--- src/rtl/period_ramp_pkg.sv ---
// period_ramp_pkg
// Shared definitions for the period ramp controller: FSM state encoding,
// default parameter widths and the smallest half-period the divider accepts.
package period_ramp_pkg;

   localparam int CW_DEF = 33;   // half-period count width
   localparam int SW_DEF = 16;   // step size width
   localparam int IW_DEF = 24;   // update interval width

   // The divider cannot run with a zero half-period, so every count the
   // ramp drives while busy is at least this value.
   localparam int MIN_COUNT = 1;

   typedef enum logic [1:0] {
      ST_IDLE = 2'd0,
      ST_RAMP = 2'd1,
      ST_HOLD = 2'd2
   } ramp_state_t;

endpackage

--- src/rtl/period_ramp_tick.sv ---
// ramp_tick
// Interval timer for the ramp. Counts 0..interval-1 while enabled and
// raises tick on the cycle the count sits at interval-1, wrapping to 0 on
// the following edge. clear holds the count at 0.
//
// Ports
//   CLOCK     in   clock
//   RESET_N   in   asynchronous active-low reset
//   clear     in   force count to 0 (also suppresses tick)
//   enable    in   advance the count
//   interval  in   IW  cycles per tick, must already be >= 1
//   tick      out  single-cycle update strobe
module ramp_tick
   import period_ramp_pkg::*;
#(
   parameter int IW = IW_DEF
) (
   input  logic          CLOCK,
   input  logic          RESET_N,
   input  logic          clear,
   input  logic          enable,
   input  logic [IW-1:0] interval,
   output logic          tick
);

   logic [IW-1:0] count_q;
   logic          wrap;

   assign wrap = (count_q == (interval - IW'(1)));
   assign tick = enable && !clear && wrap;

   always_ff @(posedge CLOCK or negedge RESET_N) begin
      if (!RESET_N) begin
         count_q <= '0;
      end else if (clear) begin
         count_q <= '0;
      end else if (enable) begin
         count_q <= wrap ? '0 : count_q + IW'(1);
      end
   end

endmodule

--- src/rtl/period_ramp.sv ---
// period_ramp
// Steps the half-period count of a downstream variable clock divider from
// a start value to a target value in fixed increments, one update every
// step_interval cycles, then holds at the target until aborted or reset.
//
// state | meaning
// ------+-----------------------------------------------------------
// IDLE  | divider stopped (set_count = 0), waiting for start
// RAMP  | stepping set_count toward the latched target
// HOLD  | set_count parked at target, at_target high
//
// Ports
//   CLOCK          in   clock
//   RESET_N        in   asynchronous active-low reset
//   start          in   single-cycle ramp request, honoured in IDLE only
//   abort          in   level, returns to IDLE
//   start_count    in   CW  first half-period, sampled on accepted start
//   target_count   in   CW  final half-period, sampled on accepted start
//   step_size      in   SW  per-update change, sampled on accepted start
//   step_interval  in   IW  cycles between updates, sampled on accepted start
//   set_count      out  CW  half-period to the divider (registered)
//   busy           out  high in RAMP and HOLD (registered)
//   at_target      out  high in HOLD (registered)
//   done           out  one-cycle pulse on RAMP->HOLD (registered)
module period_ramp
   import period_ramp_pkg::*;
#(
   parameter int CW = CW_DEF,
   parameter int SW = SW_DEF,
   parameter int IW = IW_DEF
) (
   input  logic          CLOCK,
   input  logic          RESET_N,
   input  logic          start,
   input  logic          abort,
   input  logic [CW-1:0] start_count,
   input  logic [CW-1:0] target_count,
   input  logic [SW-1:0] step_size,
   input  logic [IW-1:0] step_interval,
   output logic [CW-1:0] set_count,
   output logic          busy,
   output logic          at_target,
   output logic          done
);

   localparam int XW = CW + 1;

   ramp_state_t   state_q, state_d;
   logic [CW-1:0] set_q, set_d;
   logic          busy_d, at_target_d, done_d;
   logic          latch_en;

   logic [CW-1:0] target_q;
   logic [SW-1:0] step_q;
   logic [IW-1:0] interval_q;

   logic          tick;
   logic          tick_clear;
   logic [XW-1:0] up_sum;
   logic [XW-1:0] dn_diff;
   logic [CW-1:0] stepped;

   // Timer only runs in RAMP; it is zero on every entry into RAMP.
   assign tick_clear = (state_q != ST_RAMP) || abort;

   ramp_tick #(.IW(IW)) u_tick (
      .CLOCK    (CLOCK),
      .RESET_N  (RESET_N),
      .clear    (tick_clear),
      .enable   (state_q == ST_RAMP),
      .interval (interval_q),
      .tick     (tick)
   );

   // One extra bit catches both the carry going up and the borrow going
   // down, so the clamp to target is exact and nothing wraps.
   always_comb begin
      up_sum  = {1'b0, set_q} + XW'(step_q);
      dn_diff = {1'b0, set_q} - XW'(step_q);
      stepped = target_q;
      if (set_q < target_q) begin
         if (up_sum <= {1'b0, target_q}) stepped = up_sum[CW-1:0];
      end else begin
         if (!dn_diff[CW] && (dn_diff[CW-1:0] >= target_q)) stepped = dn_diff[CW-1:0];
      end
   end

   always_comb begin
      state_d  = state_q;
      set_d    = set_q;
      done_d   = 1'b0;
      latch_en = 1'b0;
      unique case (state_q)
         ST_IDLE: begin
            set_d = '0;
            if (start && !abort) begin
               state_d  = ST_RAMP;
               latch_en = 1'b1;
               set_d    = (start_count == '0) ? CW'(MIN_COUNT) : start_count;
            end
         end
         ST_RAMP: begin
            if (abort) begin
               state_d = ST_IDLE;
               set_d   = '0;
            end else if (set_q == target_q) begin
               state_d = ST_HOLD;
               done_d  = 1'b1;
            end else if (tick) begin
               set_d = stepped;
            end
         end
         ST_HOLD: begin
            if (abort) begin
               state_d = ST_IDLE;
               set_d   = '0;
            end
         end
         default: begin
            state_d = ST_IDLE;
            set_d   = '0;
         end
      endcase
      busy_d      = (state_d != ST_IDLE);
      at_target_d = (state_d == ST_HOLD);
   end

   always_ff @(posedge CLOCK or negedge RESET_N) begin
      if (!RESET_N) begin
         state_q   <= ST_IDLE;
         set_q     <= '0;
         busy      <= 1'b0;
         at_target <= 1'b0;
         done      <= 1'b0;
      end else begin
         state_q   <= state_d;
         set_q     <= set_d;
         busy      <= busy_d;
         at_target <= at_target_d;
         done      <= done_d;
      end
   end

   // Zero target, step or interval would stall or undershoot the ramp, so
   // each is promoted to 1 as it is captured.
   always_ff @(posedge CLOCK or negedge RESET_N) begin
      if (!RESET_N) begin
         target_q   <= '0;
         step_q     <= '0;
         interval_q <= '0;
      end else if (latch_en) begin
         target_q   <= (target_count == '0) ? CW'(MIN_COUNT) : target_count;
         step_q     <= (step_size == '0) ? SW'(1) : step_size;
         interval_q <= (step_interval == '0) ? IW'(1) : step_interval;
      end
   end

   assign set_count = set_q;

endmodule

--- config.mk ---
export PLATFORM = sky130hd
export DESIGN_NAME = period_ramp
export DESIGN_NICKNAME = d
export VERILOG_FILES = /design/src/rtl/period_ramp_pkg.sv /design/src/rtl/period_ramp_tick.sv /design/src/rtl/period_ramp.sv
export SDC_FILE = /design/constraint.sdc
export NUM_CORES = 1
export LEC_CHECK = 0
export CORE_MARGIN = 4
export CORE_UTILIZATION = 50
export CTS_CLUSTER_SIZE = 20
export DETAILED_ROUTE_END_ITERATION = 7
export PLACE_DENSITY_LB_ADDON = 0.3
export SETUP_SLACK_MARGIN = 0.05
export SYNTH_ARGS = -nofsm -noshare
export SYNTH_HDL_FRONTEND = slang
export SYNTH_SLANG_ARGS = --single-unit
--- constraint.sdc ---
create_clock -name CLOCK -period 5.34 [get_ports CLOCK]
set_clock_uncertainty 0.2 [all_clocks]
set_input_delay 1.068 -clock CLOCK [delete_from_list [all_inputs] [get_ports CLOCK]]
set_output_delay 1.068 -clock CLOCK [all_outputs]
set_load 0.03 [all_outputs]
; ---- After elaboration in Yosys (flattened, before gate mapping)
; Cells that the tools add are included.
[word_totals]
regBits = 135
wordCells = 67
in_bits = 110
out_inout_bits = 36
[op_classes]
magnitude_cmp = 3
add_sub_neg = 4
reduce_logical = 16
eq_ne = 9
muxes = 26
[op_table]
columns = op, count
row1 = two-way mux 33 bit, 10
row2 = one-hot mux 33 bit (3 select lines), 1
row3 = two-way mux 24 bit, 4
row4 = logical NOT 33 bit, 2
row5 = adder 33 x 16 -> 34 bit, 1
row6 = <= comparator 34 x 33 -> 1 bit, 1
row7 = subtractor 33 x 16 -> 34 bit, 1
row8 = == test 33 bit, 1
row9 = >= comparator 33 bit, 1
row10 = < comparator 33 bit, 1
row11 = "adder 24 x 1 -> 24 bit, second input constant", 1
row12 = == test 24 bit, 1
row13 = logical NOT 24 bit, 1
row14 = "subtractor 24 x 1 -> 24 bit, second input constant", 1
row15 = logical NOT 16 bit, 1
row16 = two-way mux 16 bit, 1
row17 = two-way mux 2 bit, 4
row18 = "inequality test 3 bit, second input constant", 2
row19 = one-hot mux 2 bit (3 select lines), 1
row20 = two-way mux 1 bit, 5
row21 = "== test 2 bit, second input constant", 2
row22 = logical AND 1 bit, 4
row23 = nonzero test 2 bit, 2
row24 = logical NOT 1 bit, 3
row25 = 6 further kinds, 6

; ---- Logic depth before layout (Yosys ltp)
; Gate-level depths: netlist of the first run.
[depth]
word_depth = 9
depth_mapped = 24
ltp_nobuf = 23

; ---- Cells and area by module
; From an unflattened synthesis of the first run, not the netlist that was laid out.
[unflattened]
hier_cells = 1411
hier_area_um2 = 12152.9
[by_module_without_submodules]
columns = module, area_each_um2, cells_per_inst, instances
row1 = period_ramp, 9754.4, 1114, 1
row2 = ramp_tick, 2398.6, 297, 1

; ---- Worst setup path before layout of the first run
; No wires, ideal clock.
[synth_timing]
kind = reg-to-reg
startpoint = register set_q[5], in the netlist set_count[5]
endpoint = register set_q[10], in the netlist set_count[10]
arrival_ps = 5145
t_required_ps = 5045
path_stages_with_launch = 23
path_slack_ps = -101
synth_period_minus_slack_ps = 5441
setup_time_ps = 95
path_cell_list = dfrtp_1 > ha_1 > clkbuf_1 > nor3b_1 > a211o_1 > a311o_1 > o21ai_0 > a21oi_1 > a21oi_1 > nand2_1 > xnor2_1 > ha_1 > a21oi_1 > o21ai_0 > a2111o_1 > nand4b_1 > a31o_2 > o2111ai_1 > or2_2 > nand2_1 > clkbuf_1 > nor2_1 > o31ai_1
[synth_between]
elab_chain_len = 9
[synth_lines]
columns = element, line_no
row1 = start: declaration, period_ramp.sv:49  ; logic [CW-1:0] set_q, set_d;
row2 = start signal: assignment, period_ramp.sv:137  ; set_q <= set_d;
row3 = subtractor 33 x 16 -> 34 bit, period_ramp.sv:79  ; dn_diff = {1'b0, set_q} - XW'(step_q);
row4 = >= comparator 33 bit or logical NOT 1 bit (tied branches), period_ramp.sv:84  ; if (!dn_diff[CW] && (dn_diff[CW-1:0] >= target_q)) stepped = dn_diff[CW-1:0];
row5 = logical AND 1 bit, period_ramp.sv:84
row6 = two-way mux 33 bit, period_ramp.sv:84
row7 = two-way mux 33 bit, period_ramp.sv:81  ; if (set_q < target_q) begin
row8 = two-way mux 33 bit, period_ramp.sv:109  ; end else if (tick) begin
row9 = two-way mux 33 bit, period_ramp.sv:106  ; end else if (set_q == target_q) begin
row10 = two-way mux 33 bit, period_ramp.sv:103  ; if (abort) begin
row11 = one-hot mux 33 bit (3 select lines), period_ramp.sv:93  ; unique case (state_q)
; Several ways; a longest one is shown, not always the timed one. The select of a mux whose other input is x is not followed.
; A chain may end at the register's enable or synchronous reset.

; ---- Worst setup path in the final report of the first run
[layout_timing]
startpoint = register set_q[11], in the netlist set_count[11]
endpoint = register set_q[12], in the netlist set_count[12]
; The elaborated chain is that of the path after synthesis.

==> results of run 1 <==
-- metal layers --
layer	track usage	vias to the layer above
met3	0.0658	134
met2	0.491	647
li1	-	5395
met4	0.127	0
met1	0.423	5649
met5	0	-
-- critical path: cells and delay by family (launching register included) --
family	cells	cell delay, ns
fa+ha+maj	2	0.78
flops	1	0.46
buf+inv	3	0.58
simple gates	5	0.82
compound gates	9	2.08
xor+xnor	1	0.29
-- worst paths after layout --
check / startpoint / endpoint / slack [ns] / cells past startpoint
worst max-delay path: set_count[11]$_DFFE_PN0P_ / set_count[12]$_DFFE_PN0P_ / 0.02 / 20
worst min-delay path: interval_q[23]$_DFFE_PN0P_ / interval_q[23]$_DFFE_PN0P_ / 0.34 / 1
worst max register to register: set_count[11]$_DFFE_PN0P_ / set_count[12]$_DFFE_PN0P_ / 0.02 / 20
worst min register to register: interval_q[23]$_DFFE_PN0P_ / interval_q[23]$_DFFE_PN0P_ / 0.34 / 1
max in group asynchronous: RESET_N / set_count[4]$_DFFE_PN0P_ / 3.31 / 2
min in group asynchronous: RESET_N / step_q[14]$_DFFE_PN0P_ / 0.50 / 1
-- final cells by class --
cell class / instances / area share
multi-input cells: 1094 / 0.540
flip-flops and latches: 135 / 0.231
repair buffers: 221 / 0.143
clock buffers: 17 / 0.0291
well taps: 285 / 0.0244
inverters: 79 / 0.0203
clock inverters: 15 / 0.0121
-- cell families (layout without fill, tap and decap cells) --
group | after synthesis | in the layout | synth area share
AO/OA/AOI/OAI | 366 | 366 | 0.201
XOR/XNOR | 108 | 108 | 0.0820
buffers and inverters | 148 | 332 | 0.0506
AND/OR/NAND/NOR | 453 | 453 | 0.196
adder cells (fa/ha/maj) | 135 | 135 | 0.148
flip-flops | 135 | 135 | 0.293
multiplexers | 32 | 32 | 0.0306
-- power groups by stage --
stage / clock network [mW] / registers (mW) / logic (mW)
finish: 1.24 / 1.38 / 3.90
global route: 1.29 / 1.41 / 4.23
CTS: 1.24 / 1.37 / 3.58
detailed placement: 0 / 1.39 / 3.46
global placement: 0 / 1.39 / 3.41
floorplan: 0 / 1.43 / 2.18
-- flip-flops by register name (all words and copies together) (netlist names) --
register and flops:
at_target 1, busy 1, done 1, interval_q 24
set_count 33, state_q 2, step_q 16, target_q 33
u_tick.count_q 24
-- per-stage QoR --
stage / TNS [ns] / util
after floorplan: 0 / -
after global placement: -0.111 / 0.599
after detailed placement: -2.01 / 0.599
after CTS: 0 / 0.631
after global routing: -2.53 / 0.645
final: 0 / 0.645
-- cells in the final DEF (no fill, tap or decap), drive strengths merged, types with 9 or more instances in the layout --
master           n
nand2          115
buf             77
dfrtp          135
a21oi           84
o211ai          10
clkbuf          17
o21ai          114
a22oi           25
xnor2           64
nor4            44
o22ai           12
ha             133
nand2b          15
inv             87
nor3            52
nand4           31
a211oi          13
o221ai          11
nor2            97
clkdlybuf4s50  144
nor2b           11
a31oi           10
nand3           40
a21o            17
and3             9
xor2            44
mux2            26
-- repair_timing --
action                     CTS  global route
pin swaps                    6            37
setup buffers                5            11
setup endpoints to repair   31            33
gates resized for setup     19            61
==> impl_metrics.xml, run 1 <==
<?xml version="1.0" encoding="UTF-8"?>
<metrics>
  <group name="finish">
    <metric name="multiInputGateArea" unit="um^2">7890</metric>
    <metric name="layout-drive-gt1-share" unit="">0.127</metric>
    <metric name="num-fill-cells" unit="">1896</metric>
    <metric name="area.sequential" unit="um^2">3380</metric>
    <metric name="design_area" unit="um^2">14600</metric>
    <metric name="final_nets" unit="">1793</metric>
    <metric name="antenna_cells" unit="">0</metric>
    <metric name="final-instance-count-excl-fill" unit="">1846</metric>
    <metric name="areaGrowthSynthToFinish" unit="%">26.5</metric>
  </group>
  <group name="timing">
    <metric name="timing.final.ws_setup" unit="ns">0.0171</metric>
    <metric name="hold-worst-slack" unit="ns">0.336</metric>
    <metric name="finalCriticalPeriod" unit="ns">5.32</metric>
    <metric name="timing_max_transition_violations_final" unit="">0</metric>
    <metric name="timing.slew.headroom" unit="">0.340</metric>
    <metric name="timing.final.setup_violations" unit="">0</metric>
    <metric name="unrepaired_setup_endpoints_after_global_routing" unit="">true</metric>
    <metric name="report.final.hold_viol_count" unit="">0</metric>
    <metric name="period_share" unit="">0.997</metric>
    <metric name="timing_worst_slew_pin_value" unit="ns">0.965</metric>
    <metric name="maxClockFrequency" unit="MHz">188</metric>
  </group>
  <group name="detailed_routing">
    <metric name="drt-pass1-iter-count" unit="">6</metric>
    <metric name="totalWireLength" unit="um">40700</metric>
    <metric name="top_signal_layer_used" unit="">met4</metric>
    <metric name="drtIter0Drc" unit="">1268</metric>
    <metric name="route.detailed.drc" unit="">0</metric>
    <metric name="drtAntennaViolNets" unit="">0</metric>
    <metric name="met1Wirelength" unit="um">17100</metric>
    <metric name="vias_post_dr" unit="">11825</metric>
    <metric name="wl_per_cell" unit="um">22.1</metric>
    <metric name="met2_length" unit="um">18200</metric>
    <metric name="routed-wl-met3" unit="um">3630</metric>
    <metric name="post_drt_via_cell_ratio" unit="">6.41</metric>
  </group>
  <group name="cts">
    <metric name="post_cts_hold_buffer_count" unit="">0</metric>
    <metric name="cts_buffers" unit="">17</metric>
    <metric name="htree_levels" unit="">4</metric>
    <metric name="numClockSinks" unit="">135</metric>
    <metric name="clkLatencyLatePin" unit="ns">0.45</metric>
    <metric name="cts.reportedPaths.clkPinSlew" unit="ns">0.07</metric>
    <metric name="cts.path.max_buffers" unit="">2</metric>
    <metric name="clockRootBuffer" unit="">clkbuf_16</metric>
    <metric name="tritoncts" unit="">built</metric>
  </group>
  <group name="synthesis">
    <metric name="yosysWarnings" unit="">0</metric>
    <metric name="synth_area_leader_cell" unit="">dfrtp_1</metric>
    <metric name="yosys_most_used_dff" unit="">dfrtp_1</metric>
    <metric name="synthTopCellsByCount" unit="">135 x dfrtp_1, 133 x ha_1, 115 x nand2_1, 101 x o21ai_0, 96 x nor2_1</metric>
    <metric name="number_of_enable_flip_flop_cells_after_synthesis" unit="">0</metric>
    <metric name="synth.avg_cell_area" unit="um^2">8.38</metric>
    <metric name="netlist_top_cells_area" unit="">dfrtp_1 29%, ha_1 14%, xnor2_1 4.9%, o21ai_0 4.4%, nand2_1 3.7%</metric>
    <metric name="synth_sequential_area_ratio" unit="">0.293</metric>
    <metric name="yosys_top_cell_area_share" unit="">0.293</metric>
    <metric name="synth_cell_type_count" unit="">73</metric>
    <metric name="synth_area" unit="um^2">11500</metric>
    <metric name="yosys_register_bits" unit="">135</metric>
    <metric name="yosys.cell_count.top_type" unit="">dfrtp_1</metric>
    <metric name="mapped_nets" unit="">1622</metric>
    <metric name="syn-instance-count" unit="">1377</metric>
    <metric name="synth_async_sr_flop_share" unit="">1.00</metric>
  </group>
  <group name="worst_setup_path">
    <metric name="worstPathRequired" unit="ns">5.48</metric>
    <metric name="critical_path.endpoint_type" unit="">flip-flop</metric>
    <metric name="worstSetupStartpointType" unit="">flip-flop</metric>
    <metric name="cp.arrival" unit="ns">5.46</metric>
    <metric name="critical_path.slowest_cell" unit="">o21ai_0</metric>
    <metric name="maximum_net_fanout_on_the_critical_path" unit="">9</metric>
    <metric name="cpMostUsedCell" unit="">buf_4</metric>
    <metric name="critical_path_s_largest_stage_delay" unit="ns">0.72</metric>
    <metric name="worstPathCellList" unit="">ha_1 &gt; nor2b_1 &gt; o21bai_1 &gt; a21oi_1 &gt; o21ai_0 &gt; nand3_4 &gt; buf_4 &gt; xnor2_1 &gt; ha_1 &gt; nand4_1 &gt; nor4_1 &gt; buf_4 &gt; a211oi_1 &gt; a31o_2 &gt; o2111ai_1 &gt; nor2_2 &gt; buf_4 &gt; a22o_1 &gt; a21oi_1 &gt; o21ai_0</metric>
    <metric name="critical_path_class" unit="">flip-flop to flip-flop</metric>
  </group>
  <group name="global_routing">
    <metric name="grt_util_all_layers" unit="">0.313</metric>
    <metric name="global_route.overflow_total" unit="">0</metric>
    <metric name="initial_antenna_violation_count" unit="">1</metric>
    <metric name="grt_start_max_net_pins" unit="">135</metric>
    <metric name="wire_length_of_the_first_global_routing_pass" unit="um">64200</metric>
    <metric name="via_count_of_the_first_global_routing_pass" unit="">11564</metric>
  </group>
  <group name="placement">
    <metric name="routabilityCongestion" unit="">1.02</metric>
    <metric name="number_of_buffers_inserted_by_port_buffering" unit="">145</metric>
    <metric name="placed_cells_incl_taps" unit="">1799</metric>
    <metric name="detailedPlacementHpwl" unit="um">31000</metric>
    <metric name="post_dp_cell_area" unit="um^2">13600</metric>
    <metric name="pre_cts_slack" unit="ns">-0.230</metric>
  </group>
  <group name="power_and_ir_drop">
    <metric name="power_frac_comb" unit="">0.598</metric>
    <metric name="p_sw" unit="mW">3.04</metric>
    <metric name="vdd.ir_drop.worst" unit="mV">0.261</metric>
    <metric name="p_leak" unit="nW">6.17</metric>
    <metric name="cell_internal_pwr" unit="mW">3.48</metric>
    <metric name="sw_frac_of_total" unit="">0.466</metric>
    <metric name="totalPowerFinal" unit="mW">6.52</metric>
    <metric name="power.density" unit="nW/um^2">447</metric>
    <metric name="p_seq_frac" unit="">0.212</metric>
    <metric name="p_clk_frac" unit="">0.190</metric>
  </group>
  <group name="run_status">
    <metric name="outcome" unit="">finished, final reports clean</metric>
  </group>
  <group name="die">
    <metric name="dieArea" unit="um^2">25600</metric>
    <metric name="io_pins" unit="">146</metric>
    <metric name="die_width" unit="um">160</metric>
    <metric name="initial_utilization" unit="">0.510</metric>
    <metric name="die-height" unit="um">160</metric>
    <metric name="fp-row-count" unit="">55</metric>
    <metric name="floorplan.core_area" unit="um^2">22600</metric>
  </group>
  <group name="min_path">
    <metric name="min_path_type" unit="">flip-flop to flip-flop</metric>
  </group>
  <group name="flow_run">
    <metric name="timing.max_cap.violations" unit="">0</metric>
  </group>
</metrics>
Note: power is estimated with default switching activity, not from simulation.
==> inputs of run 2 (changes only) <==
--- a/config.mk
+++ b/config.mk
@@ -5,8 +5,8 @@
 export SDC_FILE = /design/constraint.sdc
 export NUM_CORES = 1
 export LEC_CHECK = 0
-export CORE_MARGIN = 4
-export CORE_UTILIZATION = 50
+export CORE_MARGIN = 5
+export CORE_UTILIZATION = 35
 export CTS_CLUSTER_SIZE = 20
 export DETAILED_ROUTE_END_ITERATION = 7
 export PLACE_DENSITY_LB_ADDON = 0.3
==> impl_metrics.xml, run 2 (synthesized netlist as in run 1, its figures left out) <==
<?xml version="1.0" encoding="UTF-8"?>
<metrics>
  <group name="worst_setup_path">
    <metric name="maximum_net_fanout_on_the_critical_path" unit="">7</metric>
    <metric name="worstSetupStartpointType" unit="">flip-flop</metric>
    <metric name="critical_path.endpoint_type" unit="">flip-flop</metric>
    <metric name="timing.reg2reg.setup_slack" unit="ns">0.09</metric>
    <metric name="r2r_end" unit="">set_count[3]$_DFFE_PN0P_</metric>
    <metric name="critical_path_class" unit="">flip-flop to flip-flop</metric>
    <metric name="r2r.worst_path.cells" unit="">26</metric>
    <metric name="cp.arrival" unit="ns">5.38</metric>
    <metric name="worstPathRequired" unit="ns">5.47</metric>
    <metric name="timing.rr.start" unit="">set_count[0]$_DFFE_PN0P_</metric>
  </group>
  <group name="cts">
    <metric name="tritoncts" unit="">built</metric>
    <metric name="cts.reportedPaths.clkPinSlew" unit="ns">0.06</metric>
    <metric name="clockRootBuffer" unit="">clkbuf_16</metric>
    <metric name="numClockSinks" unit="">135</metric>
    <metric name="clkLatencyLatePin" unit="ns">0.44</metric>
    <metric name="cts_buffers" unit="">17</metric>
    <metric name="htree_levels" unit="">4</metric>
    <metric name="cts.path.max_buffers" unit="">2</metric>
  </group>
  <group name="detailed_routing">
    <metric name="drtAntennaViolNets" unit="">0</metric>
    <metric name="route.detailed.drc" unit="">0</metric>
    <metric name="drt-pass1-iter-count" unit="">5</metric>
    <metric name="wl_per_cell" unit="um">20.9</metric>
    <metric name="totalWireLength" unit="um">42400</metric>
    <metric name="vias_post_dr" unit="">11504</metric>
    <metric name="post_drt_via_cell_ratio" unit="">5.67</metric>
    <metric name="drtIter0Drc" unit="">1131</metric>
  </group>
  <group name="die">
    <metric name="die-height" unit="um">192</metric>
    <metric name="dieArea" unit="um^2">36700</metric>
    <metric name="io_pins" unit="">146</metric>
    <metric name="floorplan.core_area" unit="um^2">32500</metric>
    <metric name="fp-row-count" unit="">66</metric>
    <metric name="initial_utilization" unit="">0.355</metric>
    <metric name="die_width" unit="um">192</metric>
  </group>
  <group name="timing">
    <metric name="maxClockFrequency" unit="MHz">191</metric>
    <metric name="timing_max_transition_violations_final" unit="">0</metric>
    <metric name="setup_tns" unit="ns">0</metric>
    <metric name="timing.slew.headroom" unit="">0.387</metric>
    <metric name="timing.final.setup_violations" unit="">0</metric>
    <metric name="finalCriticalPeriod" unit="ns">5.25</metric>
    <metric name="hold-worst-slack" unit="ns">0.339</metric>
    <metric name="timing.final.ws_setup" unit="ns">0.0907</metric>
    <metric name="period_share" unit="">0.983</metric>
    <metric name="report.final.hold_viol_count" unit="">0</metric>
    <metric name="unrepaired_setup_endpoints_after_global_routing" unit="">true</metric>
    <metric name="timing_worst_slew_pin_value" unit="ns">0.912</metric>
  </group>
  <group name="global_routing">
    <metric name="grt_util_all_layers" unit="">0.230</metric>
    <metric name="initial_antenna_violation_count" unit="">1</metric>
    <metric name="grt_start_max_net_pins" unit="">107</metric>
    <metric name="global_route.overflow_total" unit="">0</metric>
    <metric name="via_count_of_the_first_global_routing_pass" unit="">11273</metric>
    <metric name="wire_length_of_the_first_global_routing_pass" unit="um">64800</metric>
  </group>
  <group name="power_and_ir_drop">
    <metric name="p_leak" unit="nW">6.37</metric>
    <metric name="power.density" unit="nW/um^2">443</metric>
    <metric name="vdd.ir_drop.worst" unit="mV">0.260</metric>
    <metric name="totalPowerFinal" unit="mW">6.71</metric>
  </group>
  <group name="min_path">
    <metric name="min_path_type" unit="">flip-flop to flip-flop</metric>
    <metric name="min_from" unit="">interval_q[23]$_DFFE_PN0P_</metric>
    <metric name="hold-path-cell-count" unit="">1</metric>
    <metric name="hold_path_end" unit="">interval_q[23]$_DFFE_PN0P_</metric>
  </group>
  <group name="finish">
    <metric name="most-common-layout-cells" unit="">144 x clkdlybuf4s50_1, 135 x dfrtp_1, 131 x ha_1</metric>
    <metric name="layout_commonest_cell" unit="">clkdlybuf4s50_1</metric>
    <metric name="layout-drive-gt1-share" unit="">0.147</metric>
    <metric name="area.sequential" unit="um^2">3380</metric>
    <metric name="design_area" unit="um^2">15100</metric>
    <metric name="multiInputGateArea" unit="um^2">7950</metric>
    <metric name="areaGrowthSynthToFinish" unit="%">31.3</metric>
    <metric name="utilization" unit="">0.466</metric>
    <metric name="final-instance-count-excl-fill" unit="">2029</metric>
    <metric name="antenna_cells" unit="">0</metric>
    <metric name="num-fill-cells" unit="">3186</metric>
    <metric name="final_nets" unit="">1820</metric>
  </group>
  <group name="placement">
    <metric name="pre_cts_slack" unit="ns">-0.0867</metric>
    <metric name="routabilityCongestion" unit="">0.993</metric>
    <metric name="post_dp_cell_area" unit="um^2">14000</metric>
    <metric name="placed_cells_incl_taps" unit="">1987</metric>
    <metric name="detailedPlacementHpwl" unit="um">33700</metric>
    <metric name="number_of_buffers_inserted_by_port_buffering" unit="">145</metric>
  </group>
  <group name="run_status">
    <metric name="outcome" unit="">finished, final reports clean</metric>
  </group>
  <group name="flow_run">
    <metric name="timing.max_cap.violations" unit="">0</metric>
  </group>
</metrics>
==> run 2: critical path: stages (launching register included) <==
cell	delay, ns
dfrtp_1	0.40
inv_2	0.09
ha_4	0.13
inv_2	0.04
fa_2	0.38
a21o_1	0.19
a221oi_2	0.23
buf_4	0.16
a221o_1	0.19
o21ai_1	0.06
nand3b_1	0.23
nor3_2	0.24
xor2_1	0.25
ha_1	0.30
nand4_1	0.13
buf_4	0.14
nor3_2	0.04
nor3_2	0.17
o211ai_1	0.18
o2111ai_1	0.28
and3b_2	0.24
nor3_2	0.05
buf_4	0.18
buf_12	0.14
a22oi_2	0.14
a21oi_1	0.08
a221o_1	0.26
==> run 2: power breakdown <==
part	internal (mW)	total [mW]	switching (mW)
clock	0.878	1.38	0.500
combinational	1.69	3.95	2.26
sequential	1.19	1.39	0.198
==> run 2: worst max-delay path by stage <==
stage	start	end	slack [ns]	cells past startpoint
2_1_floorplan	set_count[5]$_DFFE_PN0P_	set_count[3]$_DFFE_PN0P_	0.09	22
3_3_place_gp	set_count[0]$_DFFE_PN0P_	set_count[1]$_DFFE_PN0P_	-0.02	24
3_5_place_dp	set_count[0]$_DFFE_PN0P_	set_count[1]$_DFFE_PN0P_	-0.09	24
4_1_cts	set_count[0]$_DFFE_PN0P_	set_count[10]$_DFFE_PN0P_	0.08	25
5_1_grt	set_count[0]$_DFFE_PN0P_	set_count[3]$_DFFE_PN0P_	-0.10	26
6_report	set_count[0]$_DFFE_PN0P_	set_count[3]$_DFFE_PN0P_	0.09	26
==> run 2: layout make-up <==
cell class	instances	share of cell area
clock buffers	17	0.0281
clock inverters	14	0.0162
inverters	79	0.0196
multi-input cells	1094	0.525
flip-flops and latches	135	0.223
well taps	442	0.0365
repair buffers	248	0.152
==> run 2: what timing repair did <==
| item | CTS | global route |
|---|---|---|
| hold buffers | 0 | 0 |
| pin swaps | 0 | 44 |
| endpoints found under the hold margin | 0 | 0 |
| buffers inserted | 0 | 11 |
| setup endpoints to repair | 30 | 33 |
| resized for setup | 4 | 85 |
==> run 2: routing by layer <==
layer | track usage | share of wire | vias to the layer above
li1 | - | - | 5443
met1 | 0.309 | 0.43 | 5560
met2 | 0.369 | 0.46 | 408
met3 | 0.0418 | 0.067 | 91
met4 | 0.0870 | 0.036 | 2
met5 | 0 | 0.00047 | -
